--- src/rtl/instruction_encoder.sv ---
// instruction_encoder
// Streaming uCISC instruction encoder. Accepts decoded field bundles, checks
// that each one is encodable, packs it into a 16-bit instruction word and
// issues it on a stallable program-memory write port with an auto-incrementing
// address. A bundle that cannot be encoded halts the stream in a sticky error
// state that only reset leaves.
//
// Ports:
//   clock, reset         system clock, synchronous active-high reset
//   start, base_addr     in IDLE: load first write address, clear count, run
//   in_valid/in_ready    bundle handshake
//   in_class ..in_last   bundle fields (class 0 copy, 1 alu, 2 page, 3 illegal)
//   mem_we/mem_ready     write handshake, mem_addr/mem_data held while stalled
//   busy, done, error    status (done pulses once after the final write)
//   error_code           1 illegal class, 2 immediate range, 3 alu_code[4]
//   count                words written since start
//   checksum             only with UCISC_ENCODER_CHECKSUM_EN: 16-bit running
//                        sum of written words, cleared on start
module instruction_encoder #(
    parameter int ADDR_W = 16
) (
    input  logic              clock,
    input  logic              reset,
    input  logic              start,
    input  logic [ADDR_W-1:0] base_addr,
    input  logic              in_valid,
    output logic              in_ready,
    input  logic [1:0]        in_class,
    input  logic [2:0]        in_source,
    input  logic [2:0]        in_destination,
    input  logic [2:0]        in_effect,
    input  logic [6:0]        in_immediate,
    input  logic [4:0]        in_alu_code,
    input  logic              in_increment,
    input  logic              in_page_dir,
    input  logic              in_last,
    output logic              mem_we,
    output logic [ADDR_W-1:0] mem_addr,
    output logic [15:0]       mem_data,
    input  logic              mem_ready,
    output logic              busy,
    output logic              done,
    output logic              error,
    output logic [1:0]        error_code,
    output logic [ADDR_W-1:0] count
`ifdef UCISC_ENCODER_CHECKSUM_EN
    ,
    output logic [15:0]       checksum
`endif
);

    typedef enum logic [1:0] {
        ST_IDLE  = 2'd0,
        ST_RUN   = 2'd1,
        ST_ERROR = 2'd2
    } state_t;

    localparam logic [1:0] CLASS_COPY = 2'd0;
    localparam logic [1:0] CLASS_ALU  = 2'd1;
    localparam logic [1:0] CLASS_PAGE = 2'd2;
    localparam logic [ADDR_W-1:0] ADDR_ONE = {{(ADDR_W-1){1'b0}}, 1'b1};

    // Returns 0 for an encodable bundle, otherwise the error code.
    function automatic logic [1:0] check_bundle(
        input logic [1:0] cls,
        input logic [6:0] imm,
        input logic [4:0] alu
    );
        logic [1:0] code;
        code = 2'd0;
        case (cls)
            CLASS_COPY: if (imm[6] != imm[5]) code = 2'd2; else code = 2'd0;
            CLASS_ALU:  if (alu[4]) code = 2'd3; else code = 2'd0;
            CLASS_PAGE: code = 2'd0;
            default:    code = 2'd1;
        endcase
        return code;
    endfunction

    // Packs the fields of one bundle into its 16-bit instruction word.
    function automatic logic [15:0] encode_word(
        input logic [1:0] cls,
        input logic [2:0] src,
        input logic [2:0] dst,
        input logic [2:0] eff,
        input logic [5:0] imm,
        input logic [3:0] alu,
        input logic       inc,
        input logic       dir
    );
        logic [15:0] word;
        word = 16'h0000;
        case (cls)
            CLASS_COPY: word = {1'b0, eff, dst, src, imm};
            CLASS_ALU:  word = {2'b10, eff, dst, src, inc, alu};
            CLASS_PAGE: word = {3'b110, dir, src, eff, 6'b000000};
            default:    word = 16'h0000;
        endcase
        return word;
    endfunction

    state_t            state_r;
    state_t            state_next_s;
    logic              last_pending_r;
    logic              mem_we_r;
    logic              done_r;
    logic [ADDR_W-1:0] next_addr_r;
    logic [ADDR_W-1:0] mem_addr_r;
    logic [ADDR_W-1:0] count_r;
    logic [15:0]       mem_data_r;
    logic [1:0]        error_code_r;
    logic [1:0]        check_s;
    logic [15:0]       word_s;
    logic              ready_s;
    logic              accept_s;
    logic              write_s;

    // Handshake qualification, bundle check/encode and next-state selection.
    always_comb begin
        ready_s      = 1'b0;
        write_s      = 1'b0;
        accept_s     = 1'b0;
        state_next_s = state_r;
        // The single output register may reload in the cycle its word leaves.
        ready_s  = (state_r == ST_RUN) && !last_pending_r && (!mem_we_r || mem_ready);
        write_s  = mem_we_r && mem_ready;
        accept_s = in_valid && ready_s;
        check_s  = check_bundle(in_class, in_immediate, in_alu_code);
        word_s   = encode_word(in_class, in_source, in_destination, in_effect,
                               in_immediate[5:0], in_alu_code[3:0],
                               in_increment, in_page_dir);
        case (state_r)
            ST_IDLE: begin
                if (start) state_next_s = ST_RUN;
                else       state_next_s = ST_IDLE;
            end
            ST_RUN: begin
                // A failed check wins even over an in_last bundle.
                if (accept_s && (check_s != 2'd0))   state_next_s = ST_ERROR;
                else if (write_s && last_pending_r)  state_next_s = ST_IDLE;
                else                                 state_next_s = ST_RUN;
            end
            ST_ERROR: state_next_s = ST_ERROR;
            default:  state_next_s = ST_IDLE;
        endcase
    end

    // State register.
    always_ff @(posedge clock) begin
        if (reset) state_r <= ST_IDLE;
        else       state_r <= state_next_s;
    end

    // Output register, address/count tracking and status flags.
    always_ff @(posedge clock) begin
        if (reset) begin
            last_pending_r <= 1'b0;
            mem_we_r       <= 1'b0;
            done_r         <= 1'b0;
            next_addr_r    <= {ADDR_W{1'b0}};
            mem_addr_r     <= {ADDR_W{1'b0}};
            count_r        <= {ADDR_W{1'b0}};
            mem_data_r     <= 16'h0000;
            error_code_r   <= 2'd0;
        end else begin
            done_r <= 1'b0;
            if ((state_r == ST_IDLE) && start) begin
                next_addr_r    <= base_addr;
                count_r        <= {ADDR_W{1'b0}};
                last_pending_r <= 1'b0;
            end
            // A held word always completes, even after an error is flagged.
            if (write_s) begin
                mem_we_r <= 1'b0;
                count_r  <= count_r + ADDR_ONE;
                if (last_pending_r) begin
                    last_pending_r <= 1'b0;
                    done_r         <= 1'b1;
                end
            end
            // Accept overrides the clear above when the register reloads.
            if (accept_s) begin
                if (check_s != 2'd0) begin
                    error_code_r <= check_s;
                end else begin
                    mem_we_r       <= 1'b1;
                    mem_addr_r     <= next_addr_r;
                    mem_data_r     <= word_s;
                    next_addr_r    <= next_addr_r + ADDR_ONE;
                    last_pending_r <= in_last;
                end
            end
        end
    end

`ifdef UCISC_ENCODER_CHECKSUM_EN
    logic [15:0] checksum_r;

    // Running 16-bit sum of the words the memory has taken; restarts per image.
    always_ff @(posedge clock) begin
        if (reset)                            checksum_r <= 16'h0000;
        else if ((state_r == ST_IDLE) && start) checksum_r <= 16'h0000;
        else if (write_s)                     checksum_r <= checksum_r + mem_data_r;
        else                                  checksum_r <= checksum_r;
    end

    assign checksum = checksum_r;
`else
    // Checksum not built: no extra port or state.
`endif

    assign in_ready   = ready_s;
    assign mem_we     = mem_we_r;
    assign mem_addr   = mem_addr_r;
    assign mem_data   = mem_data_r;
    assign busy       = (state_r != ST_IDLE);
    assign done       = done_r;
    assign error      = (state_r == ST_ERROR);
    assign error_code = error_code_r;
    assign count      = count_r;

endmodule

--- config.mk ---
export PLATFORM = sky130hd
export DESIGN_NAME = instruction_encoder
export DESIGN_NICKNAME = d
export VERILOG_FILES = /design/src/rtl/instruction_encoder.sv
export SDC_FILE = /design/constraint.sdc
export NUM_CORES = 1
export LEC_CHECK = 0
export ABC_AREA = 1
export ABC_CLOCK_PERIOD_IN_PS = 4400
export CAP_MARGIN = 20
export CORE_UTILIZATION = 47
export CTS_CLUSTER_DIAMETER = 200
export DETAILED_ROUTE_END_ITERATION = 7
export PLACE_DENSITY = 0.79
export SYNTH_ARGS = -nofsm -noshare
export SYNTH_HDL_FRONTEND = slang
export SYNTH_SLANG_ARGS = --single-unit
export TNS_END_PERCENT = 30
--- constraint.sdc ---
create_clock -name clock -period 4.4 [get_ports clock]
set_input_delay 0.66 -clock clock [delete_from_list [all_inputs] [get_ports clock]]
set_output_delay 0.66 -clock clock [all_outputs]
set_load 0.05 [all_outputs]
==> out/results.tsv <==
metric	value	unit
cts_hold_buf	0	
cts_resized	0	
dp_cells	715	
slew_headroom	39.7	%
cpMaxStageDelayCell	clkdlybuf4s50_1	
ff2ff_setup_slack	2.50	ns
syn-cell-area	3630	sq um
max_freq	338	MHz
highest_layer	met4	
numCtsBuffers	9	
antenna_found_initial	0	
yosys_register_bits	71	
finClkSkew	0.0127	ns
hold_slack	0.468	ns
synth.distinct_cells	38	
grt.overflow.total	0	
gr-usage-all-layers	24.5	%
diodes	0	
core_area	7370	sq um
syn_inst	535	
die_w	89.9	um
met1_length	4230	um
dp_hpwl	6940	um
cts_sinks	71	
final_antenna_net_count	0	
vias	3811	
yosysTopAreaCell	dfxtp_1	
grt_max_degree	39	
dpl_cell_area	4660	sq um
first_iter_violations	225	
outcome	finished, final reports clean	
dr_wl_met3	742	um
r2r_cells	7	
cts_buffer_depth	2	
p_leak	0.00191	uW
worstPathArrival	2.30	ns
critPathKind	in2out	
cts_root_buffer	clkbuf_8	
wl_per_cell	13.2	um
worst_pin_slew	0.904	ns
place.gp.congestion	0.847	
row_count	31	
cts_setup_buffers	0	
required	3.74	ns
die_h	89.9	um
slowest_delay	0.80	ns
final_hold_viol_count	0	
grt_pass1_vias	3599	
syn_avg_cell_area	6.78	sq um
io_buffer_count	101	
grt_pass1_wl	16300	um
post-route-util	66.5	%
fin_nets	680	
critical_path.max_fanout	3	
post-route-drc-count	0	
clkTransAtPathRegs	0.07	ns
peakVddDrop	0.163	mV
timing.critical_path.cells	clkdlybuf4s50_1 -> inv_1 -> nand2_1 -> nand3_2 -> inv_1 -> clkdlybuf4s50_1	
ys_seq_area_share	39.2	%
syn_to_final_growth	35.2	%
min_period	2.96	ns
p_per_area	337	nW/um^2
crit_buf_inv	4	
initial_core_util	49.2	%
path_depth	6	
yosys_warnings	0	
yosys-top-cells-area	dfxtp_1 39%, nand2_1 13%, nor2_1 8.7%, o21ai_0 6.5%, a21oi_1 5.4%	
crit_path_end_kind	output port	
setup_violations	0	
drv_slew	0	
wl_met2	4520	um
dieArea	8070	sq um
whs_path_depth	2	
via_per_inst	5.21	
finalInstanceArea	4900	sq um
insertion_delay	0.34	ns
synth_top_area_share	39.2	%
grt_setup_unrepaired	no	
syn_nets	588	
cp-start-kind	primary input	
fin_cells	731	
cp_top_family	buffers and inverters	
fin_setup_tns	0	ns
post-route-period-util	67.2	%
cap_violations	0	
hold_path_class	reg2reg	
ios	102	
firstDrtPassIters	5	
htree_levels	3	
tritoncts	built	
drive_gt1_share	5.70	%
routed_wl	9660	um
[sequential cells by signal (all words and copies together), names as in the netlist]
name,flops
last_pending_r,1
mem_we,1
state_r,2
mem_data,16
next_addr_r,16
done,1
count,16
mem_addr,16
error_code,2
[worst paths after layout]
path | from | to
setup / recovery | mem_ready | in_ready
hold / removal | error_code[0] | error_code[0]
setup reg to reg | state_r[0] | next_addr_r[7]
hold reg to reg | error_code[0] | error_code[0]
[per-stage QoR]
stage | setup slack, ns | total power [uW]
6_report | 1.44 | 1650
4_1_cts | 1.45 | 1650
2_1_floorplan | 2.50 | 913
5_1_grt | 1.26 | 1720
3_3_place_gp | 1.24 | 1020
3_5_place_dp | 1.17 | 1030
[routing by layer]
layer | up-vias | global-route usage [%]
li1 | 1925 | -
met1 | 1719 | 29.8
met2 | 149 | 41.3
met3 | 18 | 7.28
met4 | 0 | 8.33
met5 | - | 0
[worst min-delay path, delay by kind of cell (launching register included)]
| kind | cells | cell delay, ns |
|---|---|---|
| simple gates | 1 | 0.06 |
| flops | 1 | 0.31 |
| compound gates | 1 | 0.05 |
[cell usage in the layout (no fill, tap or decap), types with 4 or more instances in the layout]
master and n:
a22o_1 6, o21ai_1 10, clkbuf_8 10, buf_4 4
xor2_1 6, ha_1 6, a21oi_1 39, nor3_1 4
nor2_1 84, nand3_1 33, o21ai_0 47, inv_1 46
dfxtp_1 71, clkdlybuf4s50_1 101, nand4_1 5, inv_2 4
nand2_1 122, a211oi_1 4
[synth_stat cells (all sizes together)]
library cell,count
nand2,125
o21ai,57
dfxtp,71
o31ai,1
nand3,34
xor2,6
o21a,1
clkbuf,9
nor3,5
o211ai,2
a21boi,1
a22o,6
buf,15
o211a,1
a21oi,40
inv,50
nor2b,1
ha,6
nor2,88
a31oi,1
nand4,5
o22ai,1
a211oi,6
xnor2,1
nand3b,2
[power breakdown]
group          leakage (uW)  internal [uW]  switching [uW]
logic               0.00121            120             194
registers          0.000578            675            27.1
clock network      0.000122            390             244
total               0.00191           1190             465
[kinds of logic (layout without fill, tap and decap cells)]
logic type / count (synthesis) / in the layout / synth area share, %
simple gates: 260 / 260 / 30.0
buf+inv: 74 / 171 / 8.90
fa+ha+maj: 6 / 6 / 2.07
xor+xnor: 7 / 7 / 1.69
flops: 71 / 71 / 39.2
compound gates: 117 / 117 / 18.1
[layout make-up]
cell class                      instances  area, sq um
Fill cell                             655         2470
Clock inverter                          6          108
Timing Repair Buffer                  105         1040
Multi-Input combinational cell        390         1880
Sequential cell                        71         1420
Inverter                               50          188
Clock buffer                           10          138
Tap cell                               99          124
Power figures use the tool's default switching activity.
==> RTL change, RTL diff (same settings) <==
The parameter `ADDR_W` goes from 16 to 17.
--- a/src/rtl/instruction_encoder.sv
+++ b/src/rtl/instruction_encoder.sv
@@ -18,5 +18,5 @@
 //                        sum of written words, cleared on start
 module instruction_encoder #(
-    parameter int ADDR_W = 16
+    parameter int ADDR_W = 17
 ) (
     input  logic              clock,
Interface: changed (resized base_addr, count and mem_addr); port bits go from 102 to 105. The function was not compared with the original's and may differ.
==> RTL change against the unedited design <==
- worst hold slack better by 0.0054 ns
- area after synthesis rose by 3.9%
- routed wire length grew 1.5%
- sequential cell count grew 3
- sequential share of layout area up 0.44 points
- total power decreased by 4.2%
- combinational power increased by 3%
- cell area increased by 2.7%
- setup slack gained 0.024 ns
- sequential power grew 4.0%
==> RTL change: results (changes against the unedited design) <==
Result of the run: finished clean (unchanged). The global-route track usage on met3 came out at 5.03% (was 7.28%). The final cycle utilization of the critical path is 66.6% (was 67.2%). The met1 layer usage reported by global route came out at 29.0% (was 29.8%).

The setup clock skew after layout came out at 0.00848 ns (was 0.0127 ns). The total length of routed met2 wires came to 4.85 mm (was 4.52 mm). The leakage dissipation was 1.98 nW (was 1.91 nW). The total wire length after detailed routing is 9.80 mm (was 9.66 mm). The number of distinct standard cells referenced by the synthesized netlist came to 40 (was 38).

The count of yosys warnings during synthesis is 0 (unchanged). The placer's final routability congestion estimate is 0.928 (was 0.847). The post-route standard cell area excluding fillers came to 5030 sq um (was 4900 sq um).

The fraction of the mapped netlist area in adder cells is 1.99% (was 2.07%). The startpoint of the lowest-slack hold path is last_pending_r (was error_code[0]). The post-layout net count was 695 (was 680). The depth of the most critical reg-to-reg path is 9 (was 7). The routed metal-1 wire length came out at 4.23 mm (about the same). The number of DRC markers in iteration 0 came out at 249 (was 225). The number of cells in the finished layout apart from fillers is 748 (was 731). The number of cells after detailed placement came out at 732 (was 715). The via count of the first global-routing pass came out at 3806 (was 3599). The fraction of layout instances using a drive strength above 1 was 6.04% (was 5.70%). The first-pass GRT wire length came out at 16.6 mm (was 16.3 mm). The total nets after synthesis came to 600 (was 588). The met3 layer wire length in the routed design came to 478 um (was 742 um). The worst-case setup slack after placement came out at 1.20 ns (was 1.17 ns).

The combined global-route utilization of all metal layers is 24.5% (about the same). The post-synthesis share of cell area spent on xor and xnor gates is 2.09% (was 1.69%). The data arrival at the endpoint of the critical path was 2.27 ns (was 2.30 ns).

The post-synthesis sequential area ratio came out at 39.3% (was 39.2%). The placed instance area is 4840 sq um (was 4660 sq um). The most frequently used flop master after synthesis was sky130_fd_sc_hd__dfxtp_1 (unchanged). The largest net degree at the start of global routing is 38 (was 39). The slew of the pin with the lowest slew margin is 0.706 ns (was 0.904 ns). The number of buffer cells added on primary ports is 104 (was 101). The via count came out at 3917 (was 3811). The antenna diode count came out at 0 (unchanged). The number of filler instances in the final layout is 664 (was 655). The met2 demand-to-capacity share in global routing came out at 42.7% (was 41.3%).

The half-perimeter wire length after detailed placement was 7.25 mm (was 6.94 mm). The synthesized instance count is 546 (was 535). The share of the synthesized area in compound gates (AO/OA/AOI/OAI) was 17.8% (was 18.1%). The peak supply drop came out at 0.226 mV (was 0.163 mV).
[RTL change: changes by cell type in the layout (fill, tap and decap cells not counted), moves of 2 or more]
| cell | change |
|---|---|
| sky130_fd_sc_hd__bufinv_16 | -2 |
| sky130_fd_sc_hd__nand4_1 | +2 |
| sky130_fd_sc_hd__a211oi_1 | -3 |
| sky130_fd_sc_hd__nor2_2 | +3 |
| sky130_fd_sc_hd__clkbuf_1 | +3 |
| sky130_fd_sc_hd__nor2_1 | -7 |
| sky130_fd_sc_hd__dfxtp_1 | +3 |
| sky130_fd_sc_hd__o21ai_1 | +2 |
| sky130_fd_sc_hd__nor3_1 | +4 |
| sky130_fd_sc_hd__clkdlybuf4s50_1 | +3 |
| sky130_fd_sc_hd__nand3b_1 | -2 |
| sky130_fd_sc_hd__inv_1 | +5 |
| sky130_fd_sc_hd__o21ai_0 | +7 |
| sky130_fd_sc_hd__nand3_1 | -6 |
[RTL change: layout make-up]
class                      count  area share, %
sequential                    74           29.4
tap                          102           2.54
clock inverter                 2          0.696
inverter                      54           4.03
clock buffer                  14           3.23
timing repair buffer         108           21.5
multi-input combinational    394           38.6
[RTL change: worst paths after layout]
check / endpoint / slack [ns]
setup / recovery: in_ready / 1.47
hold / removal: last_pending_r / 0.47
setup reg to reg: next_addr_r[16] / 2.51
hold reg to reg: last_pending_r / 0.47
[RTL change: power groups by stage]
stage | Sequential (mW) | Combinational, mW | Clock, mW
after floorplan | 0.801 | 0.151 | 0
after global placement | 0.744 | 0.316 | 0
after detailed placement | 0.746 | 0.323 | 0
after CTS | 0.731 | 0.324 | 0.540
after global routing | 0.735 | 0.352 | 0.572
final | 0.731 | 0.324 | 0.527
